**src/rtl/instr_fetch_unit.sv**
```systemverilog
`default_nettype none
// ============================================================================
// Module   : instr_fetch_unit
// Brief    : Latches instruction fields on the tp5 decode strobe and tracks
//            the extracode and halt flags. Define INSTR_FETCH_CLASS_EN to
//            compile in the one-hot instr_class decode port.
// Revision : 1.0 - initial release
// ============================================================================
module instr_fetch_unit (
  input  logic        clk,
  input  logic        rst_n,
  input  logic        tp5,
  input  logic [14:0] instr,
  output logic [2:0]  OpCode,
  output logic [1:0]  QC,
  output logic        Peripheral_C,
  output logic [11:0] Addr12,
  output logic [9:0]  Addr10,
  output logic        ext_pending,
  output logic        halt
`ifdef INSTR_FETCH_CLASS_EN
  ,
  output logic [11:0] instr_class
`endif
);

  localparam logic [2:0]  c_OP_TC     = 3'b000;
  localparam logic [2:0]  c_OP_CCS    = 3'b001;
  localparam logic [2:0]  c_OP_OTH2   = 3'b010;
  localparam logic [2:0]  c_OP_OTH3   = 3'b011;
  localparam logic [2:0]  c_OP_CS     = 3'b100;
  localparam logic [2:0]  c_OP_QC     = 3'b101;
  localparam logic [2:0]  c_OP_AD     = 3'b110;
  localparam logic [2:0]  c_OP_MASK   = 3'b111;
  localparam logic [11:0] c_EXTEND    = 12'd6;
  localparam logic [11:0] c_HALT_ADDR = 12'hFFF;

  logic [2:0]  w_op;
  logic [1:0]  w_qc;
  logic [11:0] w_addr12;
  logic        w_load;
  logic        w_is_extend;
  logic        w_is_index;
  logic        w_is_halt_word;
  logic        w_ext_next;

  logic [2:0]  r_opcode;
  logic [1:0]  r_qc;
  logic        r_periph;
  logic [11:0] r_addr12;
  logic [9:0]  r_addr10;
  logic        r_ext;
  logic        r_halt;

  assign w_op           = instr[14:12];
  assign w_qc           = instr[11:10];
  assign w_addr12       = instr[11:0];
  // Once halted the unit ignores every strobe until reset.
  assign w_load         = tp5 & ~r_halt;
  assign w_is_extend    = (w_op == c_OP_TC) && (w_addr12 == c_EXTEND);
  assign w_is_index     = (w_op == c_OP_QC) && (w_qc == 2'b00);
  assign w_is_halt_word = (w_op == c_OP_MASK) && (w_addr12 == c_HALT_ADDR);

  always_comb begin
    w_ext_next = 1'b0;
    if (w_is_extend) begin
      w_ext_next = 1'b1;
    end else if (w_is_index) begin
      w_ext_next = r_ext;
    end
  end

  always_ff @(posedge clk or negedge rst_n) begin
    if (!rst_n) begin
      r_opcode <= '0;
      r_qc     <= '0;
      r_periph <= 1'b0;
      r_addr12 <= '0;
      r_addr10 <= '0;
      r_ext    <= 1'b0;
      r_halt   <= 1'b0;
    end else if (w_load) begin
      r_opcode <= w_op;
      r_qc     <= w_qc;
      r_periph <= (w_qc == 2'b00);
      r_addr12 <= w_addr12;
      r_addr10 <= instr[9:0];
      r_ext    <= w_ext_next;
      r_halt   <= w_is_halt_word;
    end
  end

  assign OpCode       = r_opcode;
  assign QC           = r_qc;
  assign Peripheral_C = r_periph;
  assign Addr12       = r_addr12;
  assign Addr10       = r_addr10;
  assign ext_pending  = r_ext;
  assign halt         = r_halt;

`ifdef INSTR_FETCH_CLASS_EN
  logic [11:0] w_class;
  logic [11:0] r_class;

  // Class uses the extracode flag as it stood before this decode.
  always_comb begin
    w_class = '0;
    case (w_op)
      c_OP_TC:   w_class[0] = 1'b1;
      c_OP_CCS:  if (r_ext) w_class[2] = 1'b1; else w_class[1] = 1'b1;
      c_OP_OTH2: w_class[11] = 1'b1;
      c_OP_OTH3: w_class[11] = 1'b1;
      c_OP_CS:   w_class[6] = 1'b1;
      c_OP_QC: begin
        case (w_qc)
          2'b00:   w_class[3]  = 1'b1;
          2'b01:   w_class[11] = 1'b1;
          2'b10:   w_class[4]  = 1'b1;
          default: w_class[5]  = 1'b1;
        endcase
      end
      c_OP_AD:   if (r_ext) w_class[8] = 1'b1; else w_class[7] = 1'b1;
      default:   if (r_ext) w_class[10] = 1'b1; else w_class[9] = 1'b1;
    endcase
  end

  always_ff @(posedge clk or negedge rst_n) begin
    if (!rst_n) begin
      r_class <= '0;
    end else if (w_load) begin
      r_class <= w_class;
    end
  end

  assign instr_class = r_class;
`endif

endmodule
`default_nettype wire

```
**config.mk**
```make
export PLATFORM = sky130hd
export DESIGN_NAME = instr_fetch_unit
export DESIGN_NICKNAME = d
export VERILOG_FILES = /design/src/rtl/instr_fetch_unit.sv
export SDC_FILE = /design/constraint.sdc
export NUM_CORES = 1
export LEC_CHECK = 0
export CORE_MARGIN = 2
export CORE_UTILIZATION = 40
export DETAILED_ROUTE_END_ITERATION = 8
export GPL_TIMING_DRIVEN = 0
export PLACE_DENSITY = 0.82
export SLEW_MARGIN = 20
export SYNTH_ARGS = -nofsm -noshare
export SYNTH_HDL_FRONTEND = slang
export SYNTH_SLANG_ARGS = --single-unit
```
**constraint.sdc**
```tcl
create_clock -name clk -period 2.5 [get_ports clk]
set_clock_uncertainty 0.2 [all_clocks]
set_input_delay 0.5 -clock clk [delete_from_list [all_inputs] [get_ports clk]]
set_output_delay 0.5 -clock clk [all_outputs]
set_load 0.01 [all_outputs]
```
======== Yosys cells after proc, flatten, opt, wreduce, memory -nomap -nowiden ========
Index checks and enable logic that the tools add are counted.
cells by class
  reduce and logical (&&, ||, !) cells .... 6
  muxes and demuxes ....................... 2
  bitwise gates (word level) .............. 2
  equality and inequality tests ........... 5
operators with widths
  cell                  count
  $eq 12x12->1 const B  1
  $eq 12x3->1 const B   1
  $eq 3x3->1 const B    2
  $logic_and 1x1->1     3
  $logic_not 3->1       1
  $logic_not 2->1       1
  $mux 1                2
  $ne 2x2->1 const B    1
  $reduce_and 2->1      1
  $and 1x1->1           1
  $not 1->1             1
storage, ports and cells
  bits of input ports ..................... 18
  register bits after elaboration ......... 30

======== Depth between registers and ports, before layout ========
  depth after elaboration ................. 4
  mapped depth ............................ 5
  depth with buffers taken out ............ 3

======== Least setup slack after synthesis ========
No wires, ideal clock.
  path kind ............................... register to register
  from .................................... register r_halt (netlist: halt)
  to ...................................... register r_addr12[6] (netlist: Addr12[6])
  stages on the path, launching flop included .. 5
  path buffers ............................ 2
  arrival ................................. 1.108 ns
  setup slack ............................. 1.067 ns
  required time ........................... 2.175 ns
  cells stage by stage .................... dfrtp_1 > nand2b_4 > buf_6 > buf_8 > mux2_4
between the ends
  longest elaborated chain between the ends .. 2
ends and longest elaborated chain
  item                    line  source
  start, declared         53    logic r_halt;
  start signal, assigned  89    r_halt <= w_is_halt_word;
  $not 1->1               59    assign w_load = tp5 & ~r_halt;
  $and 1x1->1             59
  end signal, assigned    86    r_addr12 <= w_addr12;
  end, declared           50    logic [11:0] r_addr12;
Every way passes these cells.
A chain may end at the register's enable or synchronous reset.

======== Worst setup path after layout ========
  from .................................... register r_addr12[5] (netlist: Addr12[5])
  to ...................................... output port Addr12[5]
RTL lines
  item           line  source
  end, declared  17    output logic [11:0] Addr12,
No word-level cell between the ends.

==> metrics <==
final worst path period share roughly four fifths; deepest level of the CTS H-tree 1; post-cts sizing count 0; number of antenna violations at the first check in global routing 0; Critical Path End Type output pin; Reg2Reg Setup Slack between 1 and 1.5 ns; kind of critical path register to output pin; starting density of the core 43.56%; Power, Total 0.7482 mW; number of top-level pins 48; critical path required time 1.80 ns; Antenna Cells 0; sum of met2 wire segment lengths after detailed routing around 970 µm; buffer and inverter count on the worst path 2; number of input and output port buffers inserted 47; static leakage 0.6099 nW; family with the most delay on the worst path buffers and inverters; detailed-routing iteration count for the pre-antenna-repair pass 2; library cell used as clock root buffer clkbuf_4; cts bufs inserted 3; Setup Viol. Count Final 0; met3 routed WL 117 µm; maximum number of pins on one net before global-route repair 19; placement-stage cell area around 0.0014 mm²; average routed wire per standard cell 12.93 µm; VDD IR max approximately 320 µV; setup repair after global routing missed its margin no; depth of the worst register-to-register path 4; capture instance of the worst register-to-register path Addr12[7]; later-pin clock latency in the skew report 0.30 ns; post-placement cell count 141; cell area after layout 0.001421 mm²; Die Span X around 51 µm; final-report max-slew violation count 0; Post-Route WL 1875 µm; number of register bits inferred by synthesis 18; startpoint type of the worst setup path register; combined global-route utilization of all metal layers 16.86%; number of buffers inserted to repair setup after CTS 0; critical-path cell list buf_4 > clkdlybuf4s50_1; footprint of the multi-input gates 310.3 µm²; total negative setup slack 0 ns; total gr overflow 0; synthesized instance count 67; CTS clock-pin slew for the worst setup and hold paths 0.10 ns; Netlist Area Pre-Place 880.8 µm²; post-synthesis net count 85; Die H 50.93 µm; sinks on the clock net 18; final non-filler cell total 145; delay contributed by the slowest stage of the critical path 0.53 ns; peak clock frequency supported by timing about 490 MHz; DR DRC count 0; sequential area share after synthesis 51.14%; wire length of the first global-routing pass 3270 µm; pwr/cell area around 530 mW/mm²; outcome complete, no violations; post-detail-place hpwl 1537 µm; number of hold buffers added after cts 0; number of fillers in the final layout roughly 150; source of the critical timing path Addr12[5]; mean post-synth cell area 13.15 µm²; critical path's slowest cell clkdlybuf4s50_1; number of distinct standard cells referenced by the synthesized netlist 19; DRC violation total after the first TritonRoute iteration 10; largest fanout on the critical path 3; placeable core region 0.002022 mm²; maximum root-to-sink buffer count 2; row count 16; start of the worst register-to-register path halt; CTS tree done; storage element area ~450 µm²; synthesis-to-layout area growth 61.36%; worst-margin pin slew 0.7697 ns; max-cap check violation count 0; highest routed layer met4; total number of yosys warnings 0; source of the worst hold timing path Peripheral_C; Nets roughly 140; via count of the routed design 691; Die Footprint 0.002593 mm²; endpoint arrival time on the critical path 1.32 ns; WL met1 between 700 and 800 µm; drt via density 4.766; clock period minus worst slack 2.022 ns; post-layout util 70.30%; endpoints failing hold 0; final RePlAce weighted congestion 0.7603; Worst Hold Class register to register; Worst Hold Depth 2; antenna viol nets, final 0; proportion of layout cells with a drive suffix above 1 29.66%; Endpoint, Worst Hold Peripheral_C; Slew Limit Headroom between 40% and 50%; via count of the first global-routing pass 721
-- cell usage after synthesis --
cell / instances / area (µm²)
dfrtp_1: 18 / 450.4
nand2b_4: 1 / 13.76
nor4_1: 2 / 12.51
mux2_4: 7 / 105.1
and4b_1: 1 / 10.01
nor2_1: 3 / 11.26
mux2_2: 8 / 90.09
nand3_1: 2 / 10.01
a31oi_1: 1 / 6.260
nand2_1: 3 / 11.26
a31o_2: 1 / 8.760
nand4_1: 2 / 12.51
o31ai_1: 1 / 7.510
buf_4: 12 / 90.09
inv_1: 1 / 3.750
nor3_1: 1 / 5.000
buf_6: 1 / 11.26
buf_8: 1 / 15.01
o22ai_1: 1 / 6.260
-- cells by family after synthesis --
family	synth area share, %
flip-flops	51.14
multiplexers	22.16
AND/OR/NAND/NOR	9.800
buffers and inverters	13.64
AO/OA/AOI/OAI	3.268
-- layout by cell type (no fill, tap or decap) --
cell,Yosys,routed
nand4_1,2,2
and4b_1,1,1
inv_1,1,1
dfrtp_1,18,18
buf_8,1,1
clkbuf_4,0,3
a31oi_1,1,1
buf_4,12,12
a31o_2,1,1
nor4_1,2,2
nand2b_4,1,1
buf_6,1,1
mux2_4,7,7
nand2_1,3,3
mux2_2,8,8
clkbuf_8,0,1
nor3_1,1,1
clkdlybuf4s50_1,0,47
nand3_1,2,2
nor2_1,3,3
o22ai_1,1,1
o31ai_1,1,1
-- state kept, by name, summed over array words and instances, names as in the netlist --
| name | count |
|---|---|
| Addr12 | 10 |
| OpCode | 3 |
| QC | 2 |
| halt | 1 |
| ext_pending | 1 |
| Peripheral_C | 1 |
-- per-layer routing --
layer	GRT usage, %	vias to the layer above
met4	8.108	0
li1	-	333
met1	19.70	321
met3	2.924	6
met5	0	-
met2	29.65	31
-- cell type report --
type	instances	share of cell area, %
buffer	14	8.187
sequential	18	31.69
tap	27	2.377
clock buffer	4	2.553
multi-input combinational	34	21.83
inverter	1	0.2641
timing repair buffer	47	33.10
-- worst max-delay path by stage --
stage,end,depth (start not counted)
after floorplan,Addr12[6],4
after global placement,Addr12[9],5
after detailed placement,Addr12[7],5
after CTS,Addr12[5],2
after global routing,Addr12[7],2
final,Addr12[5],2
-- report_power, final --
part	switching, mW	internal, mW	leakage, nW
Combinational	0.0764	0.156	0.373
Clock	0.0932	0.0889	0.0210
Sequential	0.0175	0.317	0.216
Total	0.187	0.561	0.610
-- tightest hold or removal path, stage by stage (launching register included) --
cell and delay [ns]:
dfrtp_1 0.37, nand2_1 0.05, o31ai_1 0.06
-- stage by stage --
step | hold WS [ns] | setup slack, ns
floorplan | 0.004409 | 1.067
global placement | 0.2613 | 0.5256
detailed placement | 0.2854 | 0.5087
CTS | 0.3094 | 0.4637
global route | 0.3487 | 0.4044
finish | 0.3050 | 0.4777
Note: power is estimated with default switching activity, not from simulation.
